File: config.mk
export PLATFORM = sky130hd
export DESIGN_NAME = video_pattern_gen
export DESIGN_NICKNAME = d
export VERILOG_FILES = /design/src/rtl/video_pattern_gen.sv
export SDC_FILE = /design/constraint.sdc
export NUM_CORES = 1
export LEC_CHECK = 0
export ABC_CLOCK_PERIOD_IN_PS = 6400
export BUFFER_PORTS_ARGS = -buffer_cell sky130_fd_sc_hd__buf_2
export CAP_MARGIN = 0
export CELL_PAD_IN_SITES_DETAIL_PLACEMENT = 2
export CELL_PAD_IN_SITES_GLOBAL_PLACEMENT = 2
export CORE_ASPECT_RATIO = 1.2
export CORE_MARGIN = 2
export CORE_UTILIZATION = 32
export CTS_CLUSTER_DIAMETER = 50
export DETAILED_ROUTE_END_ITERATION = 12
export GPL_TIMING_DRIVEN = 0
export PLACE_DENSITY = 0.87
export SYNTH_ARGS = -nofsm -noshare
export SYNTH_HDL_FRONTEND = slang
export SYNTH_SLANG_ARGS = --single-unit
export TNS_END_PERCENT = 30
File: constraint.sdc
create_clock -name clk -period 6.4 [get_ports clk]
set_clock_uncertainty 0.05 [all_clocks]
set_input_delay 1.28 -clock clk [delete_from_list [all_inputs] [get_ports clk]]
set_output_delay 1.28 -clock clk [all_outputs]
set_load 0.005 [all_outputs]
File: src/rtl/video_pattern_gen.sv
// ---------------------------------------------------------------------------
// video_pattern_gen
//
// On-chip video source for the pixel stream interface (dout/dv_out/hs_out/
// vs_out). Emits frames of deterministic test patterns with programmable
// geometry and idle gaps between pixels, lines and frames.
//
// Ports
//   clk        : video clock, rising edge
//   rst        : synchronous reset, active-low
//   enable     : run frames continuously; only looked at on frame boundaries
//   pix_count  : pixels per line            (latched at frame start)
//   line_count : lines per frame            (latched at frame start)
//   pattern    : 0 h-ramp, 1 v-ramp, 2 checkerboard, 3 diagonal (latched)
//   pix_gap    : idle cycles after each non-last pixel of a line (latched)
//   line_gap   : idle cycles after the last pixel of a non-last line (latched)
//   frame_gap  : idle cycles after the last pixel of a frame (latched)
//   dout       : pixel data, meaningful while dv_out=1 (0 otherwise)
//   dv_out     : pixel valid
//   hs_out     : first pixel of every line
//   vs_out     : first pixel of line 0
//   frame_done : pulse on the last pixel of a frame
//   busy       : high from frame start through the end of frame_gap
// ---------------------------------------------------------------------------
module video_pattern_gen #(
  parameter int WIDTH = 8
) (
  input  logic             clk,
  input  logic             rst,
  input  logic             enable,
  input  logic [15:0]      pix_count,
  input  logic [15:0]      line_count,
  input  logic [1:0]       pattern,
  input  logic [3:0]       pix_gap,
  input  logic [15:0]      line_gap,
  input  logic [15:0]      frame_gap,
  output logic [WIDTH-1:0] dout,
  output logic             dv_out,
  output logic             hs_out,
  output logic             vs_out,
  output logic             frame_done,
  output logic             busy
);

  typedef enum logic [2:0] {S_IDLE, S_PIX, S_PGAP, S_LGAP, S_FGAP} state_t;

  state_t           state_q, state_d;
  logic [15:0]      x_q, x_d, y_q, y_d;
  logic [15:0]      gcnt_q, gcnt_d;
  logic [7:0]       fcnt_q, fcnt_d;
  logic [15:0]      pc_q, pc_d, lc_q, lc_d;
  logic [1:0]       pat_q, pat_d;
  logic [3:0]       pg_q, pg_d;
  logic [15:0]      lg_q, lg_d, fg_q, fg_d;
  logic [WIDTH-1:0] dout_q, dout_d;
  logic             dv_q, dv_d, hs_q, hs_d, vs_q, vs_d, fd_q, fd_d;
  logic             busy_q, busy_d;

  // emit: the next cycle carries pixel (x_d, y_d).
  // try_start: this edge is a frame boundary, so the IDLE decision applies.
  logic emit, try_start, start_ok;

  function automatic logic [WIDTH-1:0] pixel_value(input logic [1:0]  pat,
                                                   input logic [15:0] x,
                                                   input logic [15:0] y,
                                                   input logic [7:0]  fc);
    logic [15:0] sum;
    sum = x + y + {8'd0, fc};
    case (pat)
      2'd0:    return x[WIDTH-1:0];
      2'd1:    return y[WIDTH-1:0];
      2'd2:    return {WIDTH{x[3] ^ y[3]}};
      default: return sum[WIDTH-1:0];
    endcase
  endfunction

  assign start_ok = enable && (pix_count != 16'd0) && (line_count != 16'd0);

  always_comb begin
    // NOTE: every variable gets its hold value first so no path leaves one
    // unassigned; otherwise synthesis infers a latch.
    state_d   = state_q;
    x_d       = x_q;
    y_d       = y_q;
    gcnt_d    = gcnt_q;
    fcnt_d    = fcnt_q;
    pc_d      = pc_q;
    lc_d      = lc_q;
    pat_d     = pat_q;
    pg_d      = pg_q;
    lg_d      = lg_q;
    fg_d      = fg_q;
    emit      = 1'b0;
    try_start = 1'b0;

    case (state_q)
      S_IDLE: try_start = 1'b1;

      S_PIX: begin
        if (x_q < pc_q - 16'd1) begin
          x_d = x_q + 16'd1;
          if (pg_q == 4'd0) begin
            emit = 1'b1;
          end else begin
            state_d = S_PGAP;
            gcnt_d  = {12'd0, pg_q};
          end
        end else if (y_q < lc_q - 16'd1) begin
          x_d = 16'd0;
          y_d = y_q + 16'd1;
          if (lg_q == 16'd0) begin
            emit = 1'b1;
          end else begin
            state_d = S_LGAP;
            gcnt_d  = lg_q;
          end
        end else begin
          fcnt_d = fcnt_q + 8'd1;
          if (fg_q == 16'd0) begin
            try_start = 1'b1;
          end else begin
            state_d = S_FGAP;
            gcnt_d  = fg_q;
          end
        end
      end

      S_PGAP, S_LGAP: begin
        if (gcnt_q == 16'd1) emit = 1'b1;
        else                 gcnt_d = gcnt_q - 16'd1;
      end

      S_FGAP: begin
        // The last gap cycle doubles as the IDLE decision so back-to-back
        // frames lose no cycle.
        if (gcnt_q == 16'd1) try_start = 1'b1;
        else                 gcnt_d = gcnt_q - 16'd1;
      end

      default: state_d = S_IDLE;
    endcase

    if (try_start) begin
      if (start_ok) begin
        pc_d  = pix_count;
        lc_d  = line_count;
        pat_d = pattern;
        pg_d  = pix_gap;
        lg_d  = line_gap;
        fg_d  = frame_gap;
        x_d   = 16'd0;
        y_d   = 16'd0;
        emit  = 1'b1;
      end else begin
        state_d = S_IDLE;
      end
    end

    if (emit) state_d = S_PIX;

    // Outputs are computed for the cycle being entered, then registered.
    dv_d   = emit;
    hs_d   = emit && (x_d == 16'd0);
    vs_d   = emit && (x_d == 16'd0) && (y_d == 16'd0);
    fd_d   = emit && (x_d == pc_d - 16'd1) && (y_d == lc_d - 16'd1);
    dout_d = emit ? pixel_value(pat_d, x_d, y_d, fcnt_d) : '0;
    busy_d = (state_d != S_IDLE);
  end

  always_ff @(posedge clk) begin
    // NOTE: state is updated with non-blocking assignments so every register
    // samples the pre-edge values regardless of statement order.
    if (!rst) begin
      state_q <= S_IDLE;
      x_q     <= '0;
      y_q     <= '0;
      gcnt_q  <= '0;
      fcnt_q  <= '0;
      pc_q    <= '0;
      lc_q    <= '0;
      pat_q   <= '0;
      pg_q    <= '0;
      lg_q    <= '0;
      fg_q    <= '0;
      dout_q  <= '0;
      dv_q    <= 1'b0;
      hs_q    <= 1'b0;
      vs_q    <= 1'b0;
      fd_q    <= 1'b0;
      busy_q  <= 1'b0;
    end else begin
      state_q <= state_d;
      x_q     <= x_d;
      y_q     <= y_d;
      gcnt_q  <= gcnt_d;
      fcnt_q  <= fcnt_d;
      pc_q    <= pc_d;
      lc_q    <= lc_d;
      pat_q   <= pat_d;
      pg_q    <= pg_d;
      lg_q    <= lg_d;
      fg_q    <= fg_d;
      dout_q  <= dout_d;
      dv_q    <= dv_d;
      hs_q    <= hs_d;
      vs_q    <= vs_d;
      fd_q    <= fd_d;
      busy_q  <= busy_d;
    end
  end

  assign dout       = dout_q;
  assign dv_out     = dv_q;
  assign hs_out     = hs_q;
  assign vs_out     = vs_q;
  assign frame_done = fd_q;
  assign busy       = busy_q;

endmodule

==> out/summary.md <==
The initialized floorplan defines 69 standard-cell rows. The global placement routability congestion is 0.9195, and the worst-case reg-to-reg path depth is 24. Number of levels in the clock H-tree: 4. The number of nets in the synthesized netlist is 1399. The switching power came out at 1281 uW. Across the VDD grid, the largest voltage drop is 0.1754 mV. The residual overflow from global routing is 0, and the minimum period implied by the final worst setup slack is 7.222 ns.

Leaving out fill and tap cells, the most frequent cell in the layout is nand2_1. The clock insertion delay at the later pin of the skew report is 0.47 ns. The die extent in y is 194.7 um, and the count of buffers from port buffering is 85. The pre-antenna-repair detailed-routing pass consisted of 6 iterations. Synthesis produced a netlist whose cell count is 1272. The reg-to-reg critical path endpoint was frame_done. The synthesized design contains 142 register bits.

For this design the top-level I/O count stands at 86. The number of distinct library cells after synthesis was 78; the layout overhead on the synthesized area was 30.85%. The total number of nets in the final design was 1580.

The number of instances on the worst hold path is 2, and the post-detailed-route count of antenna-violating nets is 0. The starting density of the core was 0.3265; the pin count of the biggest net entering global routing was 17. Clock-pin slew was measured on the worst setup and hold paths at 0.08 ns. Summed over all layers, the routed wires come to 62870 um. Registers take 2854 um2.

In this run, synthesis inferred 0 flip-flops with an integrated enable. The worst setup path is of the reg -> reg kind. The per-instance average area after synthesis is 7.623 um2. The width of the chip came out at 162.9 um. Of all nets on the critical path, the largest fanout is 8. The tightest min-delay check is of the reg -> reg type. Once detailed placement completed, the half-perimeter wirelength came to 33300 um. The slew of the pin with the lowest slew margin is 1.257 ns. Data arrives at the worst endpoint at 7.52 ns. The logs give 0.340 for the combinational share of power and 31720 um2 for the area of the die. The tools report the launch instance of the worst register-to-register path as pc_q[2].

The final reports fail on negative setup slack. The design internal power is 1900 uW. The tools report the worst-case setup margin in the final layout as -0.8215 ns.

In this run the clock root is driven by a clkbuf_16. TritonCTS built the clock tree. The logs give 17 for the number of buffers created by CTS and 3318 for the count of fill cells added during filler insertion.

The routed layout has 12.16k vias. The number of design rule violations left after detail routing is 0, and the number of pins exceeding their max-slew limit in the final report is 0. The core box area was 29700 um2. The portion of the clock cycle consumed by the worst path in the final layout is 1.128. The worst max-slew margin expressed relative to the limit came out at 0.1588. For the number of max-cap violations, the log shows 0.

The worst-case setup slack after placement was -2.427 ns; the final-layout setup total negative slack was -3.654 ns. The first global-routing pass estimated 81950 um of wire. For flop-to-flop paths, the worst setup slack is -0.82 ns. Setup repair after global routing could not meet its margin everywhere. Using the TritonRoute via totals, the vias-per-cell ratio works out to 6.549. Fraction of power consumed by the clock network: 0.345. The worst setup path is launched from a flip-flop.

The violation count after the first detailed-routing iteration was 1258. For the total global routing track utilization, the log shows 0.3454. The tools report the number of global-route vias before repair as 12.87k.

Setup violations remaining at the end of the flow were counted as 8. The clock passes through at most 2 buffers. The number of placed instances, taps included, is 1747. The library cells used most frequently in the layout, excluding fill and tap cells, are nand2_1 (199), dfxtp_1 (137), a21oi_1 (115), nor2_1 (107), buf_2 (85).

The switching portion of total power is 0.4028. The run gives 142 as the number of clock sinks. The share of synthesized registers carrying an async set or reset came out at 0. The category of the worst setup path capture point was a flip-flop. During synthesis, Yosys emitted a total of 0 warnings. For the timing-limited maximum frequency, the log shows 0.1385 GHz. The leakage power summed over all cells is 0.004959 uW, and the final instance count without filler cells is 1857.

The fraction of layout instances using a drive strength above 1 was 0.2306. End point of the worst hold path: fg_q[6]. The per-cell routed wire length is 33.86 um. The run finished, with violations left. The run gives 0.315 as the register share of total power. Summing internal, switching and leakage power gives 3182 uW. The power per cell area works out to 250.8 nW/um2. Flip-flop cell with the highest count after synthesis: dfxtp_1. The initial antenna violation count was 3; the sequential share of the synthesized area was 0.2932.

The tools report the count of endpoints failing hold in the final timing report as 0. The tools report the required arrival time at the worst endpoint as 6.70 ns. In this run the cell area of the synthesized design comes to 9697 um2. Hold path startpoint: fg_q[6]. Area of the multi-input gates: 7123 um2.
-- how the worst max path moves through the flow --
| stage | slack [ns] | endpoint | startpoint |
|---|---|---|---|
| after floorplan | -0.05 | dout[7] | pc_q[6] |
| after global placement | -2.22 | dout[7] | pc_q[6] |
| after detailed placement | -2.43 | dout[7] | lc_q[4] |
| after CTS | 0.01 | dout[7] | pc_q[9] |
| after global routing | -0.89 | dout[7] | pc_q[2] |
| final | -0.82 | frame_done | pc_q[2] |
-- layer usage --
metal  routed length (um)  GRT usage  vias up  share of wire
met2                29000     0.5766      895           0.46
met5                   14          0        -        0.00022
met1                21290     0.3661     5947           0.34
met4                 6972     0.3071        2           0.11
met3                 5594    0.06936      425          0.089
li1                     -          -     4892              -
-- cell usage after synthesis (4+ instances only) --
cell type / n / share of area
and2_1: 16 / 0.010
nor2b_1: 9 / 0.0058
nand3_1: 30 / 0.015
mux2i_1: 29 / 0.030
and3_1: 7 / 0.0045
a31o_2: 4 / 0.0036
or4_1: 5 / 0.0039
nor3b_1: 4 / 0.0031
o21ai_0: 54 / 0.028
xor2_1: 44 / 0.040
a21oi_1: 122 / 0.063
dfxtp_1: 142 / 0.29
nor4_2: 5 / 0.0065
xnor2_1: 63 / 0.057
o21a_1: 6 / 0.0046
ha_1: 46 / 0.059
o31ai_1: 4 / 0.0031
fa_1: 8 / 0.017
nand2b_1: 7 / 0.0045
o22ai_1: 6 / 0.0039
mux2_2: 4 / 0.0046
nor4_1: 30 / 0.019
buf_1: 4 / 0.0015
a211oi_1: 13 / 0.010
nand2_1: 203 / 0.079
inv_1: 39 / 0.015
a31oi_1: 16 / 0.010
or2_2: 6 / 0.0039
nor3_1: 52 / 0.027
clkbuf_1: 51 / 0.020
a22oi_1: 9 / 0.0070
nor2_1: 118 / 0.046
o2bb2ai_1: 5 / 0.0045
a311oi_1: 6 / 0.0054
or3_1: 14 / 0.0090
nand4_1: 21 / 0.014
-- stage by stage --
step	utilization	instance area [um2]	hold slack, ns
final	0.4272	12690	0.4243
after global routing	0.4272	12690	0.4547
after CTS	0.4090	12150	0.4275
after detailed placement	0.3579	10630	0.4179
after global placement	0.3579	10630	0.4059
after floorplan	-	9716	0.3897
-- power by group through the flow --
stage               clock (uW)  combinational (uW)  sequential (uW)
floorplan                    0                 478              986
global placement             0                 696             1000
detailed placement           0                 732             1010
CTS                       1070                 871              994
global route              1130                1110             1010
finish                    1100                1080             1000
-- what timing repair did --
action,4_1_cts,5_1_grt
pin swaps,34,40
hold buffers,0,0
endpoints found under the setup margin,104,6
setup buffers,41,40
resized for setup,135,59
gates cloned,0,1
-- cell families after synthesis --
logic type	synth area share
simple gates	0.2658
xor+xnor	0.09897
compound gates	0.1902
flops	0.2932
fa+ha+maj	0.07587
mux	0.03458
buf+inv	0.04142
-- area by class of cell --
class                      instances  share of cell area
buffer                            56             0.03057
clock buffer                      18             0.03382
inverter                          39             0.01203
tap                              390             0.03846
antenna                            1           0.0001972
timing repair buffer             167             0.08490
multi-input combinational       1030              0.5614
clock inverter                    14             0.01371
sequential                       142              0.2249
-- state kept, by name (all words and copies together), names as in the netlist --
register	cells
pat_q	2
dout	8
lg_q	16
busy	1
dv_out	1
fcnt_q	8
gcnt_q	16
frame_done	1
state_q	3
y_q	16
hs_out	1
pg_q	4
x_q	16
fg_q	16
vs_out	1
lc_q	16
pc_q	16
-- critical path, cell delays in order (launching register included) --
cell	delay [ns]
dfxtp_2	0.44
nor3_4	0.30
nand2_1	0.15
or2_2	0.38
nor2_1	0.19
xnor2_1	0.17
ha_1	0.38
nand2_1	0.10
o21ai_0	0.75
a22oi_2	0.30
a21oi_4	0.34
a31o_4	0.29
buf_12	0.13
buf_12	0.11
clkbuf_16	0.16
buf_12	0.12
buf_4	0.11
a21oi_1	0.10
ha_2	0.42
nand3_1	0.15
nor3_1	0.67
nand3_1	0.24
a21oi_1	0.30
nand4_1	0.27
a2111oi_2	0.46
No activity file was read; power rests on OpenSTA's default activity.
